==> src/rtl/id_stage_pkg.sv <==
// Shared RV32I/M decode types: opcodes, funct3 encodings, mux selects and the
// control word carried across the ID/EX boundary.
package id_stage_pkg;

   typedef enum logic [6:0] {
      op_lui   = 7'b0110111,
      op_auipc = 7'b0010111,
      op_jal   = 7'b1101111,
      op_jalr  = 7'b1100111,
      op_br    = 7'b1100011,
      op_load  = 7'b0000011,
      op_store = 7'b0100011,
      op_imm   = 7'b0010011,
      op_reg   = 7'b0110011,
      op_csr   = 7'b1110011
   } rv32i_opcode;

   typedef enum logic [2:0] {
      beq  = 3'b000,
      bne  = 3'b001,
      blt  = 3'b100,
      bge  = 3'b101,
      bltu = 3'b110,
      bgeu = 3'b111
   } branch_funct3_t;

   typedef enum logic [2:0] {
      lb  = 3'b000,
      lh  = 3'b001,
      lw  = 3'b010,
      lbu = 3'b100,
      lhu = 3'b101
   } load_funct3_t;

   typedef enum logic [2:0] {
      sb = 3'b000,
      sh = 3'b001,
      sw = 3'b010
   } store_funct3_t;

   typedef enum logic [2:0] {
      add  = 3'b000,
      sll  = 3'b001,
      slt  = 3'b010,
      sltu = 3'b011,
      axor = 3'b100,
      sr   = 3'b101,
      aor  = 3'b110,
      aand = 3'b111
   } arith_funct3_t;

   typedef enum logic [2:0] {
      mul    = 3'b000,
      mulh   = 3'b001,
      mulhsu = 3'b010,
      mulhu  = 3'b011,
      div    = 3'b100,
      divu   = 3'b101,
      rem    = 3'b110,
      remu   = 3'b111
   } muldiv_funct3_t;

   // Chosen so that add/sll/xor/srl/or/and coincide with their funct3 values.
   typedef enum logic [2:0] {
      alu_add = 3'b000,
      alu_sll = 3'b001,
      alu_sra = 3'b010,
      alu_sub = 3'b011,
      alu_xor = 3'b100,
      alu_srl = 3'b101,
      alu_or  = 3'b110,
      alu_and = 3'b111
   } alu_ops;

   typedef enum logic {
      am1_rs1_out = 1'b0,
      am1_pc_out  = 1'b1
   } alumux1_sel_t;

   typedef enum logic [2:0] {
      am2_i_imm   = 3'd0,
      am2_u_imm   = 3'd1,
      am2_b_imm   = 3'd2,
      am2_s_imm   = 3'd3,
      am2_j_imm   = 3'd4,
      am2_rs2_out = 3'd5
   } alumux2_sel_t;

   typedef enum logic {
      cm_rs2_out = 1'b0,
      cm_i_imm   = 1'b1
   } cmpmux_sel_t;

   typedef enum logic [3:0] {
      rf_alu_out    = 4'd0,
      rf_br_en      = 4'd1,
      rf_u_imm      = 4'd2,
      rf_lw         = 4'd3,
      rf_pc_plus4   = 4'd4,
      rf_lb         = 4'd5,
      rf_lbu        = 4'd6,
      rf_lh         = 4'd7,
      rf_lhu        = 4'd8,
      rf_muldiv_out = 4'd9
   } regfilemux_sel_t;

   typedef enum logic [1:0] {
      pcm_pc_plus4 = 2'd0,
      pcm_alu_out  = 2'd1,
      pcm_alu_mod2 = 2'd2
   } pcmux_sel_t;

   typedef struct packed {
      alu_ops          aluop;
      branch_funct3_t  cmpop;
      alumux1_sel_t    alumux1_sel;
      alumux2_sel_t    alumux2_sel;
      cmpmux_sel_t     cmpmux_sel;
      regfilemux_sel_t regfilemux_sel;
      pcmux_sel_t      pcmux_sel;
      logic            load_regfile;
      logic            dmem_read;
      logic            dmem_write;
      logic [3:0]      mem_byte_enable;
      logic            muldiv_en;
      muldiv_funct3_t  muldiv_op;
   } rv32i_control_word;

   localparam logic [6:0] RV32M_FUNCT7 = 7'b0000001;
   localparam logic [6:0] BASE_FUNCT7  = 7'b0000000;
   localparam logic [6:0] ALT_FUNCT7   = 7'b0100000;

   function automatic rv32i_control_word default_ctrl();
      rv32i_control_word c;
      c.aluop           = alu_add;
      c.cmpop           = beq;
      c.alumux1_sel     = am1_rs1_out;
      c.alumux2_sel     = am2_i_imm;
      c.cmpmux_sel      = cm_rs2_out;
      c.regfilemux_sel  = rf_alu_out;
      c.pcmux_sel       = pcm_pc_plus4;
      c.load_regfile    = 1'b0;
      c.dmem_read       = 1'b0;
      c.dmem_write      = 1'b0;
      c.mem_byte_enable = 4'b1111;
      c.muldiv_en       = 1'b0;
      c.muldiv_op       = mul;
      return c;
   endfunction

endpackage

==> src/rtl/id_stage_decode_rom.sv <==
// Combinational RV32I (+ optional RV32M) decoder: instruction word to control
// word, illegal flag, register-field extraction and source-usage flags.
module decode_rom
   import id_stage_pkg::*;
#(
   parameter bit ENABLE_M = 1'b1
) (
   input  logic [31:0]       instr,
   output rv32i_control_word ctrl,
   output logic              illegal,
   output logic              rs1_used,
   output logic              rs2_used,
   output logic [4:0]        rs1_addr,
   output logic [4:0]        rs2_addr,
   output logic [4:0]        rd_addr
);

   logic [2:0]  funct3;
   logic [6:0]  funct7;
   rv32i_opcode opcode;

   assign funct3   = instr[14:12];
   assign funct7   = instr[31:25];
   assign opcode   = rv32i_opcode'(instr[6:0]);
   assign rs1_addr = instr[19:15];
   assign rs2_addr = instr[24:20];
   assign rd_addr  = instr[11:7];

   always_comb begin
      ctrl     = default_ctrl();
      illegal  = 1'b0;
      rs1_used = 1'b0;
      rs2_used = 1'b0;

      case (opcode)
         op_lui: begin
            ctrl.load_regfile   = 1'b1;
            ctrl.regfilemux_sel = rf_u_imm;
         end
         op_auipc: begin
            ctrl.alumux1_sel  = am1_pc_out;
            ctrl.alumux2_sel  = am2_u_imm;
            ctrl.load_regfile = 1'b1;
         end
         op_jal: begin
            ctrl.alumux1_sel    = am1_pc_out;
            ctrl.alumux2_sel    = am2_j_imm;
            ctrl.pcmux_sel      = pcm_alu_mod2;
            ctrl.regfilemux_sel = rf_pc_plus4;
            ctrl.load_regfile   = 1'b1;
         end
         op_jalr: begin
            rs1_used            = 1'b1;
            ctrl.alumux2_sel    = am2_i_imm;
            ctrl.pcmux_sel      = pcm_alu_mod2;
            ctrl.regfilemux_sel = rf_pc_plus4;
            ctrl.load_regfile   = 1'b1;
            illegal             = (funct3 != 3'b000);
         end
         op_br: begin
            rs1_used         = 1'b1;
            rs2_used         = 1'b1;
            ctrl.alumux1_sel = am1_pc_out;
            ctrl.alumux2_sel = am2_b_imm;
            ctrl.cmpop       = branch_funct3_t'(funct3);
            illegal          = (funct3 == 3'b010) || (funct3 == 3'b011);
         end
         op_load: begin
            rs1_used          = 1'b1;
            ctrl.alumux2_sel  = am2_i_imm;
            ctrl.dmem_read    = 1'b1;
            ctrl.load_regfile = 1'b1;
            case (funct3)
               3'b000:  ctrl.regfilemux_sel = rf_lb;
               3'b001:  ctrl.regfilemux_sel = rf_lh;
               3'b010:  ctrl.regfilemux_sel = rf_lw;
               3'b100:  ctrl.regfilemux_sel = rf_lbu;
               3'b101:  ctrl.regfilemux_sel = rf_lhu;
               default: illegal = 1'b1;
            endcase
         end
         op_store: begin
            rs1_used         = 1'b1;
            rs2_used         = 1'b1;
            ctrl.alumux2_sel = am2_s_imm;
            ctrl.dmem_write  = 1'b1;
            case (funct3)
               3'b000:  ctrl.mem_byte_enable = 4'b0001;
               3'b001:  ctrl.mem_byte_enable = 4'b0011;
               3'b010:  ctrl.mem_byte_enable = 4'b1111;
               default: illegal = 1'b1;
            endcase
         end
         op_imm: begin
            rs1_used          = 1'b1;
            ctrl.alumux2_sel  = am2_i_imm;
            ctrl.load_regfile = 1'b1;
            case (funct3)
               3'b010: begin
                  ctrl.cmpop          = blt;
                  ctrl.cmpmux_sel     = cm_i_imm;
                  ctrl.regfilemux_sel = rf_br_en;
               end
               3'b011: begin
                  ctrl.cmpop          = bltu;
                  ctrl.cmpmux_sel     = cm_i_imm;
                  ctrl.regfilemux_sel = rf_br_en;
               end
               3'b001: begin
                  ctrl.aluop = alu_sll;
                  illegal    = (funct7 != BASE_FUNCT7);
               end
               3'b101: begin
                  if (funct7 == BASE_FUNCT7)     ctrl.aluop = alu_srl;
                  else if (funct7 == ALT_FUNCT7) ctrl.aluop = alu_sra;
                  else                           illegal    = 1'b1;
               end
               default: ctrl.aluop = alu_ops'(funct3);
            endcase
         end
         op_reg: begin
            rs1_used          = 1'b1;
            rs2_used          = 1'b1;
            ctrl.alumux2_sel  = am2_rs2_out;
            ctrl.load_regfile = 1'b1;
            if (ENABLE_M && (funct7 == RV32M_FUNCT7)) begin
               ctrl.muldiv_en      = 1'b1;
               ctrl.muldiv_op      = muldiv_funct3_t'(funct3);
               ctrl.regfilemux_sel = rf_muldiv_out;
            end else if (funct7 == BASE_FUNCT7) begin
               case (funct3)
                  3'b010: begin
                     ctrl.cmpop          = blt;
                     ctrl.regfilemux_sel = rf_br_en;
                  end
                  3'b011: begin
                     ctrl.cmpop          = bltu;
                     ctrl.regfilemux_sel = rf_br_en;
                  end
                  default: ctrl.aluop = alu_ops'(funct3);
               endcase
            end else if (funct7 == ALT_FUNCT7) begin
               case (funct3)
                  3'b000:  ctrl.aluop = alu_sub;
                  3'b101:  ctrl.aluop = alu_sra;
                  default: illegal = 1'b1;
               endcase
            end else begin
               illegal = 1'b1;
            end
         end
         default: illegal = 1'b1;
      endcase

      if (illegal) begin
         ctrl = default_ctrl();
      end
      // Writes to x0 are dropped here so EX and the hazard check never see them.
      if (rd_addr == 5'd0) begin
         ctrl.load_regfile = 1'b0;
      end
   end

endmodule

==> src/rtl/id_stage.sv <==
// RV32I/M decode stage: load-use interlock, mul/div occupancy counter and the
// registered ID/EX boundary feeding execute.
module id_stage
   import id_stage_pkg::*;
#(
   parameter bit ENABLE_M   = 1'b1,
   parameter int MUL_CYCLES = 3,
   parameter int DIV_CYCLES = 33
) (
   input  logic              clk,
   input  logic              rst,
   input  logic              if_valid,
   input  logic [31:0]       if_instr,
   input  logic [31:0]       if_pc,
   input  logic              stall_in,
   input  logic              flush,
   output logic              id_ready,
   output logic              ex_valid,
   output rv32i_control_word ex_ctrl,
   output logic [31:0]       ex_pc,
   output logic [31:0]       ex_instr,
   output logic [4:0]        ex_rd,
   output logic              ex_illegal,
   output logic              muldiv_busy
);

   localparam int MAX_CYC = (MUL_CYCLES > DIV_CYCLES) ? MUL_CYCLES : DIV_CYCLES;
   localparam int CNT_W   = $clog2(MAX_CYC + 1);
   localparam logic [CNT_W-1:0] MUL_LOAD = CNT_W'(MUL_CYCLES - 1);
   localparam logic [CNT_W-1:0] DIV_LOAD = CNT_W'(DIV_CYCLES - 1);
   localparam logic [CNT_W-1:0] CNT_ONE  = CNT_W'(1);

   rv32i_control_word dec_ctrl;
   logic              dec_illegal;
   logic              rs1_used, rs2_used;
   logic [4:0]        rs1_addr, rs2_addr, rd_addr;

   decode_rom #(.ENABLE_M(ENABLE_M)) u_decode (
      .instr    (if_instr),
      .ctrl     (dec_ctrl),
      .illegal  (dec_illegal),
      .rs1_used (rs1_used),
      .rs2_used (rs2_used),
      .rs1_addr (rs1_addr),
      .rs2_addr (rs2_addr),
      .rd_addr  (rd_addr)
   );

   logic              ex_valid_q, ex_valid_d;
   rv32i_control_word ex_ctrl_q, ex_ctrl_d;
   logic [31:0]       ex_pc_q, ex_pc_d;
   logic [31:0]       ex_instr_q, ex_instr_d;
   logic [4:0]        ex_rd_q, ex_rd_d;
   logic              ex_illegal_q, ex_illegal_d;
   logic [CNT_W-1:0]  cnt_q, cnt_d;
   logic              load_use;
   logic              src_match;

   assign src_match = (rs1_used && (rs1_addr == ex_rd_q)) ||
                      (rs2_used && (rs2_addr == ex_rd_q));
   assign load_use  = if_valid && ex_valid_q && ex_ctrl_q.dmem_read &&
                      (ex_rd_q != 5'd0) && src_match;

   always_comb begin
      ex_valid_d   = ex_valid_q;
      ex_ctrl_d    = ex_ctrl_q;
      ex_pc_d      = ex_pc_q;
      ex_instr_d   = ex_instr_q;
      ex_rd_d      = ex_rd_q;
      ex_illegal_d = ex_illegal_q;
      cnt_d        = cnt_q;
      id_ready     = 1'b0;

      if (flush) begin
         ex_valid_d = 1'b0;
         cnt_d      = '0;
      end else if (stall_in) begin
         cnt_d = cnt_q;
      end else if (cnt_q != '0) begin
         cnt_d = cnt_q - CNT_ONE;
      end else if (load_use) begin
         ex_valid_d = 1'b0;
      end else begin
         id_ready     = 1'b1;
         ex_valid_d   = if_valid;
         ex_ctrl_d    = dec_ctrl;
         ex_pc_d      = if_pc;
         ex_instr_d   = if_instr;
         ex_rd_d      = dec_ctrl.load_regfile ? rd_addr : 5'd0;
         ex_illegal_d = dec_illegal;
         // funct3[2] separates the divide group from the multiply group.
         if (if_valid && dec_ctrl.muldiv_en) begin
            cnt_d = if_instr[14] ? DIV_LOAD : MUL_LOAD;
         end else begin
            cnt_d = '0;
         end
      end
   end

   always_ff @(posedge clk) begin
      if (rst) begin
         ex_valid_q   <= 1'b0;
         ex_ctrl_q    <= default_ctrl();
         ex_pc_q      <= 32'd0;
         ex_instr_q   <= 32'd0;
         ex_rd_q      <= 5'd0;
         ex_illegal_q <= 1'b0;
         cnt_q        <= '0;
      end else begin
         ex_valid_q   <= ex_valid_d;
         ex_ctrl_q    <= ex_ctrl_d;
         ex_pc_q      <= ex_pc_d;
         ex_instr_q   <= ex_instr_d;
         ex_rd_q      <= ex_rd_d;
         ex_illegal_q <= ex_illegal_d;
         cnt_q        <= cnt_d;
      end
   end

   assign ex_valid    = ex_valid_q;
   assign ex_ctrl     = ex_ctrl_q;
   assign ex_pc       = ex_pc_q;
   assign ex_instr    = ex_instr_q;
   assign ex_rd       = ex_rd_q;
   assign ex_illegal  = ex_illegal_q;
   assign muldiv_busy = (cnt_q != '0);

endmodule

==> config.mk <==
export PLATFORM = sky130hd
export DESIGN_NAME = id_stage
export DESIGN_NICKNAME = d
export VERILOG_FILES = /design/src/rtl/id_stage_pkg.sv /design/src/rtl/id_stage_decode_rom.sv /design/src/rtl/id_stage.sv
export SDC_FILE = /design/constraint.sdc
export NUM_CORES = 1
export LEC_CHECK = 0
export CORE_ASPECT_RATIO = 0.9
export CORE_UTILIZATION = 49
export CTS_BUF_LIST = sky130_fd_sc_hd__clkbuf_16
export DETAILED_ROUTE_END_ITERATION = 8
export PLACE_DENSITY = 0.86
export SYNTH_ARGS = -nofsm -noshare
export SYNTH_HDL_FRONTEND = slang
export SYNTH_SLANG_ARGS = --single-unit
==> constraint.sdc <==
create_clock -name clk -period 5.9 [get_ports clk]
set_input_delay 1.18 -clock clk [delete_from_list [all_inputs] [get_ports clk]]
set_output_delay 1.18 -clock clk [all_outputs]
set_load 0.02 [all_outputs]
==> impl_metrics.csv <==
group,metric,value,unit
power,leakage_component_of_the_power,2.320,nW
clocking,cts-buffers-inserted,9,
floorplan,row_count,34,
floorplan,initial_utilization,0.5030,
yosys,synthTopCellsByArea,"dfxtp_1, a21oi_1, nand3_1, o21ai_0, buf_2",
cells_and_area,post-route-cell-area,0.006780,mm^2
clocking,clock-sinks,102,
detailed_routing,final_antenna_net_count,0,
worst_setup_path,end_kind,"output pin",
worst_setup_path,crit-reg2reg-capture,"ex_pc[21]",
detailed_routing,drt_first_iter_violations,472,
place,post_dp_cell_area,0.006459,mm^2
sta,highest_clock_rate,194.2,MHz
clocking,worstSkewPairLatency,0.34,ns
clocking,cts-hold-fix-buffers,0,
clocking,cts.repair.resized,0,
clocking,clock_tree_from_tritoncts,"yes",
status,outcome,"finished, final reports clean",
clocking,clockBufferDepth,2,
place,gp_routability_congestion,0.8859,
worst_setup_path,slowest_stage,"clkdlybuf4s50_1",
yosys,post_synth_num_cell_types,66,
global_routing,first_pass_grt_wire_length,24.07,mm
yosys,synth_cells,601,
clocking,cts_htree_levels,3,
yosys,synth.yosys.seq_area_share,0.4204,
worst_setup_path,worst-path-max-fanout,14,
yosys,synth_top_area_cell,"dfxtp_1",
sta,period_share,0.8729,
global_routing,antenna_found_initial,0,
yosys,synth_enable_flop_cells,0,
worst_setup_path,reg2reg_slack,3.20,ns
worst_setup_path,crit_type,"in2out",
floorplan,ios,170,
detailed_routing,route.detailed.wl_per_inst,18.28,um
sta,finalWorstPathRequiredPeriod,5.150,ns
cells_and_area,layout_area_growth_over_synthesis,39.59,%
worst_setup_path,critical_path.reg2reg.startpoint,"ex_rd[0]",
sta,finalMaxSlewViolations,0,
sta,worst_slew_margin_rel,0.3762,
yosys,postSynth.asyncResetShare,0,
sta,skew,0.006833,ns
yosys,synth.net_count,671,
min_path,worst_hold_path_type,"reg2reg",
power,power.density_cell_area,237.2,mW/mm^2
detailed_routing,drt_wl_total,15.63,mm
yosys,netlist.area_leader.share,0.4204,
global_routing,first_global_vias,4787,
global_routing,grt_max_degree,90,
yosys,postSynth.topFlopCell,"dfxtp_1",
detailed_routing,firstDrtPassIters,5,
sta,unrepaired_setup_endpoints_after_global_routing,"no",
worst_setup_path,worst_path_largest_cell_delay,0.65,ns
yosys,syn-cell-area,0.004857,mm^2
min_path,beginning_of_the_worst_hold_path,"ex_ctrl[12]",
floorplan,core_area,0.009657,mm^2
min_path,worstHoldEndpoint,"ex_ctrl[12]",
floorplan,die_area,0.01031,mm^2
sta,final_hold_viol_count,0,
sta,tightest_slew,0.9357,ns
yosys,post-synth-top-count-cell,"dfxtp_1",
floorplan,die-height,96.45,um
detailed_routing,num_vias,5290,
worst_setup_path,rr_worst_depth,7,
worst_setup_path,crit_path_frequent_cell,"clkdlybuf4s50_1",
yosys,yosys-top-cells-count,"dfxtp_1, a21oi_1, nand3_1, o21ai_0, clkbuf_1",
power,irDropWorstVdd,0.0002075,V
detailed_routing,vias_per_cell,6.187,
sta,timing.hold.ws,0.4718,ns
worst_setup_path,worstPathRequired,4.72,ns
yosys,synthesis.area_per_instance,8.082,um^2
yosys,yosys_warnings,0,
min_path,worstHoldPathCells,2,
sta,count_of_final_setup_violators,0,
worst_setup_path,worstPathCellList,"clkdlybuf4s50_1 > buf_4 > and3b_1 > nor2_1 > nor4_2 > o21ai_4 > nand2_2 > inv_1 > clkdlybuf4s50_1",
clocking,cts_setup_buffers,0,
clocking,clock-root-buffer,"clkbuf_16",
place,buffer_ports.inserted,167,
clocking,path_clk_slew,0.07,ns
place,placed_cells,839,
worst_setup_path,worstPathArrival,3.97,ns
cells_and_area,non_filler_instances,855,
yosys,synth-seq-cells,102,
global_routing,grt-ovfl-total,0,
cells_and_area,net_count_reported_at_finish,794,
run,maxCapViolations,0,
global_routing,grt_usage,0.2935,
worst_setup_path,critical_path.startpoint_type,"primary input",
detailed_routing,drt_drc_violations_left,0,
cells_and_area,n_antenna_cell,0,
cells_and_area,post_route_cells_drive_above_1_share,0.05624,
sta,fin_tns_setup,0,ns
floorplan,die_width,106.9,um
power,post-layout-total-power,1.608,mW
place,place_hpwl,10.34,mm
flip-flops by register name (all words and copies together), names as in the netlist:
register,flops
ex_ctrl,25
ex_illegal,1
ex_rd,5
ex_valid,1
ex_instr,32
ex_pc,32
cnt_q,6
routing by layer:
layer  up-vias  part of all wire  track usage  routed length (um)
li1       2453                 -            -                   -
met1      2535              0.43       0.3760                6726
met2       271              0.47       0.4866                7346
met3        31             0.080      0.06506                1255
met4         0             0.020       0.1119                 305
met5         -                 0            0                   0
how the worst max path moves through the flow:
stage | start | endpoint | slack, ns | cells past startpoint
after floorplan | if_instr[4] | id_ready | 2.28 | 8
after global routing | if_instr[5] | id_ready | 0.60 | 9
after detailed placement | if_instr[5] | id_ready | 0.79 | 9
after CTS | if_instr[5] | id_ready | 0.78 | 9
final | if_instr[6] | id_ready | 0.75 | 9
after global placement | if_instr[5] | id_ready | 0.82 | 9
cell usage in the layout (no fill, tap or decap), types with 3 or more instances in the layout:
master,instances
nand2_1,19
nor3b_1,4
a211oi_1,6
a21oi_1,85
nand4_1,9
o211a_1,5
nor3_1,13
nor4_1,10
xnor2_1,7
a31oi_1,4
xor2_1,5
a22o_1,3
nor2_1,21
a41o_1,3
o211ai_1,4
clkbuf_16,9
mux2i_1,3
dfxtp_1,102
buf_4,8
a31o_1,7
inv_1,9
a31o_2,3
clkdlybuf4s50_1,166
nand3_1,82
o21ai_1,7
o41ai_1,3
o21ai_0,77
nand2b_1,3
layout make-up:
class,count,area [um^2]
fillers,756,2877
multi-input cells,427,2499
flip-flops and latches,102,2042
repair buffers,175,1727
clock buffers,9,225.2
well taps,126,157.7
clock inverters,7,96.34
inverters,9,33.78
cell families after synthesis:
logic type,synth area share
AOI/OAI and AO/OA,0.2687
and+or+nand+nor,0.2110
DFF,0.4204
buffers and inverters,0.06801
xor gates and xnor gates,0.02164
muxes,0.006183
other,0.001546
adders and majority gates,0.002576
worst max-delay path, delay by kind of cell:
kind,cells,cell delay [ns]
AO/OA/AOI/OAI,1,0.12
buffers and inverters,4,1.58
AND/OR/NAND/NOR,4,1.10
power breakdown:
| part | leakage, nW | total (mW) | switching, mW | internal (mW) |
|---|---|---|---|---|
| clock network | 0.154 | 0.644 | 0.271 | 0.374 |
| registers | 0.830 | 0.722 | 0.0112 | 0.711 |
| logic | 1.34 | 0.242 | 0.131 | 0.111 |
| total | 2.32 | 1.61 | 0.413 | 1.20 |
stage by stage:
step	util	setup WS, ns
after floorplan	-	2.282
after global placement	0.6688	0.8246
after detailed placement	0.6688	0.7907
after CTS	0.7021	0.7786
after global routing	0.7021	0.5964
final	0.7021	0.7497
Power figures use the tool's default switching activity.
